[src/rtl/refri_dispatch_ctrl.sv]
// rtl/refri_dispatch_ctrl.sv - refrigerator vend dispatch controller
// Queues {D1,T} vend events from the coin FSM and runs motor / coin-eject handshakes in order.
module refri_dispatch_ctrl #(
    parameter int DEPTH   = 4,
    parameter int TIMEOUT = 255
) (
    input  logic                     clk,
    input  logic                     rst,
    input  logic                     D1,
    input  logic [1:0]               T,
    output logic                     motor_on,
    input  logic                     motor_done,
    output logic                     coin_req,
    input  logic                     coin_ack,
    output logic                     busy,
    output logic [$clog2(DEPTH):0]   pending,
    output logic                     ovf,
    output logic                     fault
);

    localparam int AW = $clog2(DEPTH);
    localparam int PW = AW + 1;
    localparam int WW = $clog2(TIMEOUT + 1);
    localparam logic [PW-1:0] DEPTH_C   = PW'(DEPTH);
    localparam logic [WW-1:0] WAIT_LAST = WW'(TIMEOUT - 1);

    typedef enum logic [2:0] {
        S_IDLE,
        S_POP,
        S_DISP,
        S_CHANGE,
        S_FAULT
    } state_t;

    logic [2:0]    r_mem [DEPTH];
    logic [AW-1:0] r_wptr;
    logic [AW-1:0] r_rptr;
    logic [PW-1:0] r_count;
    logic          r_ovf;

    state_t        r_state;
    logic [2:0]    r_coins;
    logic [WW-1:0] r_wait;
    logic          r_motor_on;
    logic          r_coin_req;
    logic          r_fault;

    logic          w_event;
    logic          w_pop;
    logic          w_full;
    logic          w_push;
    logic [2:0]    w_head;
    logic [2:0]    w_coins_load;

    assign w_event = D1 | (T != 2'b00);
    assign w_pop   = (r_state == S_POP);
    assign w_full  = (r_count == DEPTH_C);
    // A full queue still accepts an event in the cycle its head is being popped.
    assign w_push  = w_event && (!w_full || w_pop);
    assign w_head  = r_mem[r_rptr];

    always_comb begin
        w_coins_load = 3'd0;
        case (w_head[1:0])
            2'b01:   w_coins_load = 3'd1;
            2'b10:   w_coins_load = 3'd2;
            2'b11:   w_coins_load = 3'd4;
            default: w_coins_load = 3'd0;
        endcase
    end

    always_ff @(posedge clk) begin
        if (w_push) begin
            r_mem[r_wptr] <= {D1, T};
        end
    end

    always_ff @(posedge clk or posedge rst) begin
        if (rst) begin
            r_wptr  <= '0;
            r_rptr  <= '0;
            r_count <= '0;
            r_ovf   <= 1'b0;
        end else begin
            if (w_push) begin
                r_wptr <= r_wptr + 1'b1;
            end
            if (w_pop) begin
                r_rptr <= r_rptr + 1'b1;
            end
            case ({w_push, w_pop})
                2'b10:   r_count <= r_count + 1'b1;
                2'b01:   r_count <= r_count - 1'b1;
                default: r_count <= r_count;
            endcase
            if (w_event && !w_push) begin
                r_ovf <= 1'b1;
            end
        end
    end

    always_ff @(posedge clk or posedge rst) begin
        if (rst) begin
            r_state    <= S_IDLE;
            r_coins    <= 3'd0;
            r_wait     <= '0;
            r_motor_on <= 1'b0;
            r_coin_req <= 1'b0;
            r_fault    <= 1'b0;
        end else begin
            case (r_state)
                S_IDLE: begin
                    if (r_count != '0) begin
                        r_state <= S_POP;
                    end
                end
                S_POP: begin
                    r_coins <= w_coins_load;
                    r_wait  <= '0;
                    if (w_head[2]) begin
                        r_state    <= S_DISP;
                        r_motor_on <= 1'b1;
                    end else if (w_head[1:0] != 2'b00) begin
                        r_state    <= S_CHANGE;
                        r_coin_req <= 1'b1;
                    end else begin
                        r_state <= S_IDLE;
                    end
                end
                S_DISP: begin
                    if (motor_done) begin
                        r_motor_on <= 1'b0;
                        r_wait     <= '0;
                        if (r_coins != 3'd0) begin
                            r_state    <= S_CHANGE;
                            r_coin_req <= 1'b1;
                        end else begin
                            r_state <= S_IDLE;
                        end
                    end else if (r_wait == WAIT_LAST) begin
                        r_state    <= S_FAULT;
                        r_motor_on <= 1'b0;
                        r_fault    <= 1'b1;
                    end else begin
                        r_wait <= r_wait + 1'b1;
                    end
                end
                S_CHANGE: begin
                    // Each ack restarts the timeout window for the next coin.
                    if (coin_ack) begin
                        r_wait  <= '0;
                        r_coins <= r_coins - 3'd1;
                        if (r_coins <= 3'd1) begin
                            r_state    <= S_IDLE;
                            r_coin_req <= 1'b0;
                        end
                    end else if (r_wait == WAIT_LAST) begin
                        r_state    <= S_FAULT;
                        r_coin_req <= 1'b0;
                        r_fault    <= 1'b1;
                    end else begin
                        r_wait <= r_wait + 1'b1;
                    end
                end
                S_FAULT: begin
                    r_motor_on <= 1'b0;
                    r_coin_req <= 1'b0;
                end
                default: begin
                    r_state <= S_IDLE;
                end
            endcase
        end
    end

    assign motor_on = r_motor_on;
    assign coin_req = r_coin_req;
    assign busy     = (r_state != S_IDLE) || (r_count != '0);
    assign pending  = r_count;
    assign ovf      = r_ovf;
    assign fault    = r_fault;

endmodule

[config.mk]
export PLATFORM = sky130hd
export DESIGN_NAME = refri_dispatch_ctrl
export DESIGN_NICKNAME = d
export VERILOG_FILES = /design/src/rtl/refri_dispatch_ctrl.sv
export SDC_FILE = /design/constraint.sdc
export NUM_CORES = 1
export LEC_CHECK = 0
export CAP_MARGIN = 40
export CORE_MARGIN = 2
export CORE_UTILIZATION = 58
export DETAILED_ROUTE_END_ITERATION = 8
export PLACE_DENSITY = 0.91
export SLEW_MARGIN = 20
export SYNTH_ARGS = -nofsm -noshare
export SYNTH_HDL_FRONTEND = slang
export SYNTH_SLANG_ARGS = --single-unit
[constraint.sdc]
create_clock -name clk -period 2.37 [get_ports clk]
set_input_delay 0.237 -clock clk [delete_from_list [all_inputs] [get_ports clk]]
set_output_delay 0.237 -clock clk [all_outputs]
set_load 0.005 [all_outputs]
# Word-level counts from Yosys, hierarchy flattened

Memories as Yosys holds them, arrays and structs flattened.
Index checks and enable logic that the tools add are counted.
W data, S select, Z words.

Flip-flop bits (word level): 25
RAM bits: 12
Input port bits: 7
Output and inout bits: 8
Word-level logic and storage cells: 100
Memories: 1

Memory list:

| name  | depth | bits a word | read ports | clocked after memory_dff | write ports | line | text |
|---|---|---|---|---|---|---|---|
| r_mem | 4     | 3           | 1          | 0                        | 1           | 35   | `logic [2:0] r_mem [DEPTH];` |

$add $sub $neg: 6
Order comparisons: 1
Equality and inequality tests: 23
Multiplexer cells: 34
Bitwise gates (word level): 2
Reductions and logical operators: 23

Operators with widths:

| operator              | number |
|---|---|
| $mux W8               | 3 |
| $pmux W8 S3           | 1 |
| $mux W3               | 6 |
| $pmux W3 S5           | 1 |
| $reduce_bool A3 Y1    | 5 |
| $mux W1               | 14 |
| $ne A2 B2 Y1 const B  | 7 |
| $pmux W3 S2           | 2 |
| $reduce_bool A2 Y1    | 5 |
| $ne A3 B3 Y1 const B  | 3 |
| $pmux W3 S3           | 1 |
| $reduce_and A3 Y1     | 3 |
| $add A8 B1 Y8 const B | 1 |
| $eq A8 B8 Y1 const B  | 1 |
| $reduce_and A7 Y1     | 1 |
| $eq A2 B2 Y1 const B  | 3 |
| $eq A3 B2 Y1 const B  | 2 |
| $eq A3 B3 Y1 const B  | 2 |
| $mux W2               | 3 |
| $sub A3 B1 Y3 const B | 2 |
| $add A2 B1 Y2 const B | 2 |
| $eq A2 B1 Y1 const B  | 2 |
| $ne A2 B1 Y1 const B  | 2 |
| $pmux W1 S4           | 1 |
| other kinds (13)      | 16 |

# Depth between registers and ports, before layout

Gate-level depths: netlist (run 1).

Depth after elaboration: 6
Gate-level depth with buffers: 9
Mapped depth without buffers: 7

# Least setup slack after synthesis (run 1)

No wires, ideal clock.

Kind: register to register
Start: reg r_state[1]
End: reg r_count[2] (netlist: pending[2])
Library setup time: 0.129 ns
Arrival: 1.858 ns
Required time: 2.241 ns
Setup slack: 0.383 ns
Stages on the path, launching flop included: 10
Buffers on the path: 2
Clock period less this slack: 1.987 ns
Cell sequence: dfrtp_1 -> buf_6 -> or3b_1 -> buf_6 -> nor2b_1 -> inv_1 -> fa_1 -> nand2_1 -> o21ai_2 -> xor2_1

Word-level cells in the longest chain between the ends: 5
Elaborated cells between the ends (all ways): 7
Classes of those cells: eq/ne: 3; mux: 1; reduce/logical: 3

RTL lines:

| item                                              | line | text |
|---|---|---|
| start: declaration                                | 41   | `state_t r_state;` |
| start signal: assignment                          | 104  | `r_state <= S_IDLE;` |
| start signal: assignment                          | 114  | `r_state <= S_POP;` |
| start signal: assignment                          | 121  | `r_state <= S_DISP;` |
| $eq A3 B1 Y1 *                                    | 56   | `assign w_pop = (r_state == S_POP);` |
| $logic_or A1 B1 Y1                                | 59   | `assign w_push = w_event && (!w_full \|\| w_pop);` |
| $logic_and A1 B1 Y1                               | 59   |  |
| $eq A2 B1 Y1 or $eq A2 B2 Y1 (tied branches)      | 91   | `case ({w_push, w_pop})` |
| $pmux W3 S2 or $reduce_bool A2 Y1 (tied branches) | --   |  |
| end signal: assignment                            | 92   | `2'b10: r_count <= r_count + 1'b1;` |
| end signal: assignment                            | 93   | `2'b01: r_count <= r_count - 1'b1;` |
| end signal: assignment                            | 94   | `default: r_count <= r_count;` |
| end: declaration                                  | 38   | `logic [PW-1:0] r_count;` |

Mark *: on every way between the ends. The rest lies on a longest branch, timed or not.
A chain may end at the register's enable or synchronous reset.

# Worst setup path in the final report (run 1)

Ends and elaborated chain as after synthesis.

==> results of run 1 <==
==> area by class of cell <==
class	instances	area, um2
clock buffer	6	41.29
clock inverter	2	33.78
fill	253	1045
inverter	15	56.30
multi-input combinational	135	905.9
sequential	37	985.9
tap	46	57.56
timing repair buffer	20	185.2
==> registers in the layout, indices dropped and copies added, names as in the netlist, 2 cells and up <==
register	count
r_wait	8
r_coins	3
r_wptr	2
r_state	3
r_mem	12
pending	3
r_rptr	2
==> report_power, final <==
group	internal (mW)	leakage, nW	switching [mW]
clock network	0.220	0.0399	0.197
logic	0.566	0.488	0.657
registers	0.888	0.422	0.184
==> logic make-up (layout without fill, tap and decap cells) <==
group | count (synthesis) | count (layout) | share of synthesized area, %
AO/OA/AOI/OAI | 49 | 49 | 16.56
adder cells (fa/ha/maj) | 10 | 10 | 6.650
multiplexers | 4 | 4 | 3.889
flip-flops | 37 | 37 | 49.44
buffers and inverters | 21 | 43 | 5.144
AND/OR/NAND/NOR | 67 | 67 | 16.12
XOR/XNOR | 5 | 5 | 2.196
==> per-layer routing <==
| metal | global-route usage (%) | share of wire (%) | vias up |
|---|---|---|---|
| met2 | 35.35 | 47 | 56 |
| met4 | 8.056 | 0.82 | 0 |
| li1 | - | - | 726 |
| met1 | 27.59 | 46 | 725 |
| met3 | 5.946 | 5.5 | 4 |
| met5 | 0 | 0 | - |
==> worst max-delay path, stage by stage, from the launching register on <==
cell	delay, ns
sky130_fd_sc_hd__dfrtp_1	0.49
sky130_fd_sc_hd__or3b_1	0.41
sky130_fd_sc_hd__nor2b_1	0.22
sky130_fd_sc_hd__inv_1	0.08
sky130_fd_sc_hd__fa_1	0.40
sky130_fd_sc_hd__nand2_1	0.09
sky130_fd_sc_hd__o21ai_2	0.05
sky130_fd_sc_hd__xor2_1	0.13
==> layout by cell type (no fill, tap or decap), types with 4 or more instances in the layout <==
cell type and count:
sky130_fd_sc_hd__a21oi_1 10, sky130_fd_sc_hd__xnor2_1 4, sky130_fd_sc_hd__clkbuf_4 5, sky130_fd_sc_hd__and2_1 5, sky130_fd_sc_hd__clkdlybuf4s50_1 14, sky130_fd_sc_hd__nand2b_1 4
sky130_fd_sc_hd__buf_4 6, sky130_fd_sc_hd__dfrtp_1 25, sky130_fd_sc_hd__o21ai_0 14, sky130_fd_sc_hd__inv_1 15, sky130_fd_sc_hd__nand2_1 25, sky130_fd_sc_hd__nand3_1 9
sky130_fd_sc_hd__nor2_1 11, sky130_fd_sc_hd__edfxtp_1 12, sky130_fd_sc_hd__ha_1 9
==> final timing paths <==
path / from / end / slack (ns) / cells past startpoint
max: r_state[1] / pending[2] / 0.38 / 7
min: rst / fault / 0.24 / 3
max reg2reg: r_state[1] / pending[2] / 0.38 / 7
min reg2reg: fault / fault / 0.49 / 1
max in group asynchronous: rst / r_state[1] / 1.88 / 3
min in group clk: fault / fault / 0.49 / 1
==> results summary, run 1 <==
The run finished with clean final reports. The post-synthesis instance area came out at 1994 um2. The commonest cells after synthesis are sky130_fd_sc_hd__dfrtp_1, sky130_fd_sc_hd__nand2_1, sky130_fd_sc_hd__inv_1.

The later pin in the worst-skew pair is clocked with a latency of 0.34 ns. The number of different library cells used by synthesis comes to 45. Clock-pin slew was measured on the worst setup and hold paths at 0.11 ns. The layout overhead on the synthesized area is 13.61%. The synthesis warning total came out at 0.

The total of cells resized after clock tree synthesis came out at 0. The total core area is around 3300 um2. The min-delay analysis places its worst path in the category in2async. The final net count came out at 231.

The initial core utilization is 60.24%. The horizontal die dimension is 62.64 um. The critical path is of the reg2reg type.

The count of final max-slew check failures is 0. The maximum fanout count along the critical path came out at 10. The cell area power density came out at 1197 nW/um2. After technology mapping, the gate count stands at 193.

The count of hold-fix buffers inserted at cts is 0. The die height is 62.64 um. The number of endpoints with negative hold slack in the final report came out at 0. The relative slew slack came out at 69.95%.

The antenna violation net count after detailed routing is 0. The final route contains 1511 vias. The number of antenna violations at the first check in global routing is 0. The critical path data required time is 2.60 ns. The length of the first detailed-routing pass in iterations came out at 4. The share of the core filled with cells is between 60% and 70%. STA classifies the critical path startpoint as a flop. The portion of synthesized cell area occupied by the leading cell type is 31.37%. The cell taking the most area after synthesis is sky130_fd_sc_hd__dfrtp_1. The final worst-path setup slack came out at 0.3830 ns. The part of the Yosys area used for sequential elements is 49.44%. The via count of the first global-routing pass is 1516. The post-synthesis sequential element count is 37.

The finished layout holds 261 standard cells, fillers aside. The number of enable-type register cells in the synthesized netlist is 12. Clock tree synthesis inserted a total of 5 buffers.

The total chip power is 2.712 mW. The post-route setup TNS is 0 ns. The leftover overflow at the end of global routing came out at 0. The global-route usage over all layers is 21.61%. The synthesized area divided by synthesized cell count is 10.33 um2.

The placed instances occupy a cell area of about 2200 um2. Buffers added to address setup during post-CTS repair amount to 0. The fraction of final layout cells with drive strength greater than 1 came out at 8.837%. Hold timing on the final database bottoms out at a slack of 0.2358 ns. After layout, the minimum clock period comes to 1.987 ns. In the routed design, unresolved DRC markers number 0. By area the synthesized netlist is led by sky130_fd_sc_hd__dfrtp_1, sky130_fd_sc_hd__edfxtp_1, sky130_fd_sc_hd__ha_1, sky130_fd_sc_hd__nand2_1, sky130_fd_sc_hd__o21ai_0. The total nets after synthesis came out at between 200 and 250. After routing the design area is approximately 2300 um2.

Across the VDD grid, the largest voltage drop is 0.7244 mV. The prevailing post-synth register cell is sky130_fd_sc_hd__dfrtp_1. No sink is reached through more buffers than the 2 on the longest clock path.

The first global-routing pass estimated 6672 um of wire. The final weighted congestion of routability-driven global placement is between 0.8 and 0.9. For this block, the initial DRC count from the detailed router was 63. In this run the clock root is driven by a sky130_fd_sc_hd__clkbuf_4.

The half-perimeter wire length after placement came out at ~2700 um. The standby leakage power is 0.9504 nW. The wire length per cell after detailed routing is 14.41 um. The arrival time of the worst setup path is 2.21 ns. At the pin with the least slew margin, the transition time is 0.4473 ns. The count of H-tree levels built during CTS is 2. STA classifies the critical path endpoint as a flop. The highest clock rate is ~500 MHz. The fraction of synthesis flops using an asynchronous set or reset pin came out at slightly below 70%. For this design, the sink count on the clock tree is 37.

Entering global routing, the biggest net connects 26 pins. The number of primary I/O pins is 15. The floorplan step defined a die boundary enclosing 3924 um2. The final antenna diode count is 0. The setup clock skew after layout is 0.01228 ns.

The final number of setup-violating endpoints is 0. TritonCTS built the clock tree. Timing analysis after detailed placement gives a worst setup slack of between 0.2 and 0.25 ns. The average via count per standard cell is between 5 and 6. The final clock period utilization by the worst path came out at 83.84%. Port buffering added 14 buffers. The count of maximum capacitance violations is 0.

The number of cells after detailed placement came out at 253. Setup repair after global routing left no endpoint under its margin. The number of rows created at floorplan is 21. The detailed-route wire length came out at 3762 um.
(Power assumes the default switching activity.)
==> run 2: changes to the inputs <==
- clock period: 2.37 -> 1.9 ns (I/O delays scaled with it)
==> results summary, run 2 (synthesis gave the netlist of run 1 again) <==
Setup repair after global routing left no endpoint under its margin. On the critical path, the stage with the largest delay is an instance of sky130_fd_sc_hd__fa_2. In this run the power density over the cells is 1510 nW/um2. The clock-pin transition on the worst setup and hold timing paths is 0.11 ns.

The final antenna diode count came out at 0. The via count of the first global-routing pass was 1459. Measured along the y axis, the die boundary spans 62.64 um. The post-route minimum period is approximately 1.8 ns. For this run, design rule violations remaining after detail routing come to 0. The kind of cell with the highest combined delay along the critical path is simple AND/OR/NAND/NOR gates. The clock network fraction of design power is 14.9%. The final net count is 241. The clock tree synthesis step divided the H-tree into 2 levels. Along the worst path, the maximum fanout reaches 3. The CTS tree is built. The register with the most flip-flops in the layout has 12 of them. The measured slew at the worst slew-check pin came out at around 0.42 ns. The signal on the critical path passes through or3b_1, nor2b_2, inv_1, fa_2, o21ai_0. The maximum number of buffers from clock root to sink came out at 2.

Setup violations remaining at the end of the flow were counted as 0. The standby leakage power is roughly 1.0 nW. The number of vias in the routed layout is 1559. The count of maximum capacitance violations came out at 0. Once detail routing completed, the nets flagged for antenna violations numbered 0. The horizontal die dimension is 62.64 um. The count of final max-slew check failures came out at 0. The reg2reg setup slack came out at between 0.09 and 0.1 ns. Measured in cells, the most critical reg-to-reg path has a length of 5.

In the layout the commonest cells are sky130_fd_sc_hd__nand2_1, sky130_fd_sc_hd__dfrtp_1, sky130_fd_sc_hd__buf_4, sky130_fd_sc_hd__inv_1. The overall die area came out at 3924 um2. The wire length per cell after detailed routing is between 15 and 20 um. For this block, the initial DRC count from the detailed router was 105. Input and output buffers added on the ports amount to 14. The switching portion of total power came out at 39.19%.

The highest clock rate came out at 552.6 MHz. The detailed-route wire length is a little over 4000 um. The met2 layer wire length in the routed design came out at 1947 um. The cell area after layout is between 2000 and 2500 um2. Entering global routing, the biggest net connects 26 pins.

The number of buffers added for setup after CTS is 0. The worst path uses a little over nine tenths of the clock period. The number of buffers inserted during clock tree synthesis came out at 5. The maximum cell stage delay along the critical path is 0.51 ns. The met3 layer wire length in the routed design is between 200 and 300 um. The worst min-delay path class is in2async. Routability-driven placement finished with a final weighted congestion of 0.8850. The number of primary I/O pins is 15.

The relative slew slack came out at 71.68%. Once the floorplan was initialized, standard cells occupied 60.24% of the core. The combinational group share of total power came out at about 48%. For this block, wires on met1 add up to 1798 um.

The arrival time of the worst setup path is 2.02 ns. The first global-routing pass estimated 6824 um of wire. The fraction of final layout cells with drive strength greater than 1 came out at between 15 and 20%. The type of the worst setup path is reg2reg.

The worst setup path is captured at a flop. The register containing the most flip-flops in the final layout is r_mem. The finished layout holds between 200 and 300 standard cells, fillers aside. The highest routing layer actually used is met4. The number of antenna violations at the first check in global routing was 0.

The global-route usage over all layers is 22.98%. The maximum ir drop on the vdd rail came out at roughly 1.1 mV. The leftover overflow at the end of global routing came out at 0. For the worst-skew pair, the clock arrives at the later sink with an insertion delay of 0.35 ns. The setup clock skew after layout is 0.009104 ns. The layout has 234 filler cells. The run finished with clean final reports. The worst setup path is launched from a flop. In this run, flip-flops and latches consume 36.9% of the power. The placement-stage cell area is 2271 um2. The number of cells after detailed placement came out at ~260. The half-perimeter wire length after placement is 3074 um. The critical path data required time is 2.11 ns. Before antenna repair, the detailed router went through 4 iterations.

Using the TritonRoute via totals, the vias-per-cell ratio works out to roughly 5.8. Leaving out fill and tap cells, the most frequent cell in the layout is sky130_fd_sc_hd__nand2_1. The total core area came out at 3311 um2. The number of endpoints with negative hold slack in the final report came out at 0.

The clock net in this run drives a total of 37 sinks. In the final layout, the registers with the most flip-flops are r_mem: 12 flops, r_wait: 8 flops. From synthesis to final layout, the design area changed by 18.44%.

The tree is rooted in a sky130_fd_sc_hd__clkbuf_4. Internal power comes to 2.168 mW. The start of the worst register-to-register path is r_state[2]. The count of buffer and inverter cells on the critical path is 1.

The reported net switching power is 1.397 mW. The endpoint of the most critical register-to-register path is pending[1]. Row generation in the floorplan step produced 21 rows.
[run 2: timing repair]
action                                  in CTS  in global routing
endpoints found under the setup margin       1                  2
gates resized for setup                      1                  4
pin swaps                                    0                  1
hold buffers                                 0                  0
[run 2: area by class of cell]
class	count	area (um2)	share of cell area, %
sequential	37	987.2	41.79
inverter	15	56.30	2.383
clock buffer	6	41.29	1.748
multi-input combinational	135	925.9	39.19
clock inverter	2	33.78	1.430
tap	46	57.56	2.436
timing repair buffer	30	260.3	11.02
[run 2: worst register-to-register path, stage by stage, from the launching register on]
cell and delay [ns]:
sky130_fd_sc_hd__dfrtp_1 0.40, sky130_fd_sc_hd__or3b_1 0.44, sky130_fd_sc_hd__nor2b_2 0.16, sky130_fd_sc_hd__inv_1 0.06
sky130_fd_sc_hd__fa_2 0.51, sky130_fd_sc_hd__o21ai_0 0.10
[run 2: worst max path at each step]
stage | start | end | slack (ns) | cells past startpoint
floorplan | r_state[1] | pending[2] | 0.009 | 9
detailed placement | D1 | pending[1] | -0.02 | 6
global route | r_state[1] | busy | 0.006 | 4
global placement | D1 | pending[2] | 0.05 | 8
CTS | r_state[0] | busy | 0.03 | 4
finish | r_state[2] | pending[1] | 0.09 | 5
[run 2: metrics by stage]
stage          setup WS [ns]  power, mW  hold slack, ns  utilization [%]  setup TNS, ns
6_report             0.09038      3.566          0.1978            71.35              0
5_1_grt             0.006096      3.824          0.2285            71.35              0
3_3_place_gp         0.05098      2.885          0.4485            68.59              0
2_1_floorplan       0.008826      2.490          0.2173                -              0
4_1_cts              0.03228      3.542          0.2057            70.90              0
3_5_place_dp        -0.01635      2.994          0.4658            68.59       -0.01635
[run 2: power groups by stage]
stage                     logic [mW]  clock network (mW)  registers, mW
after floorplan                 1.21                   0           1.28
after global placement          1.58                   0           1.31
after detailed placement        1.67                   0           1.33
after CTS                       1.69               0.540           1.31
after global routing            1.90               0.574           1.35
final                           1.72               0.532           1.32
[run 2: per-layer routing]
layer  vias up  track usage [%]
li1        746                -
met1       737            30.53
met2        62            34.95
met3        14            5.766
met4         0            12.22
met5         -                0
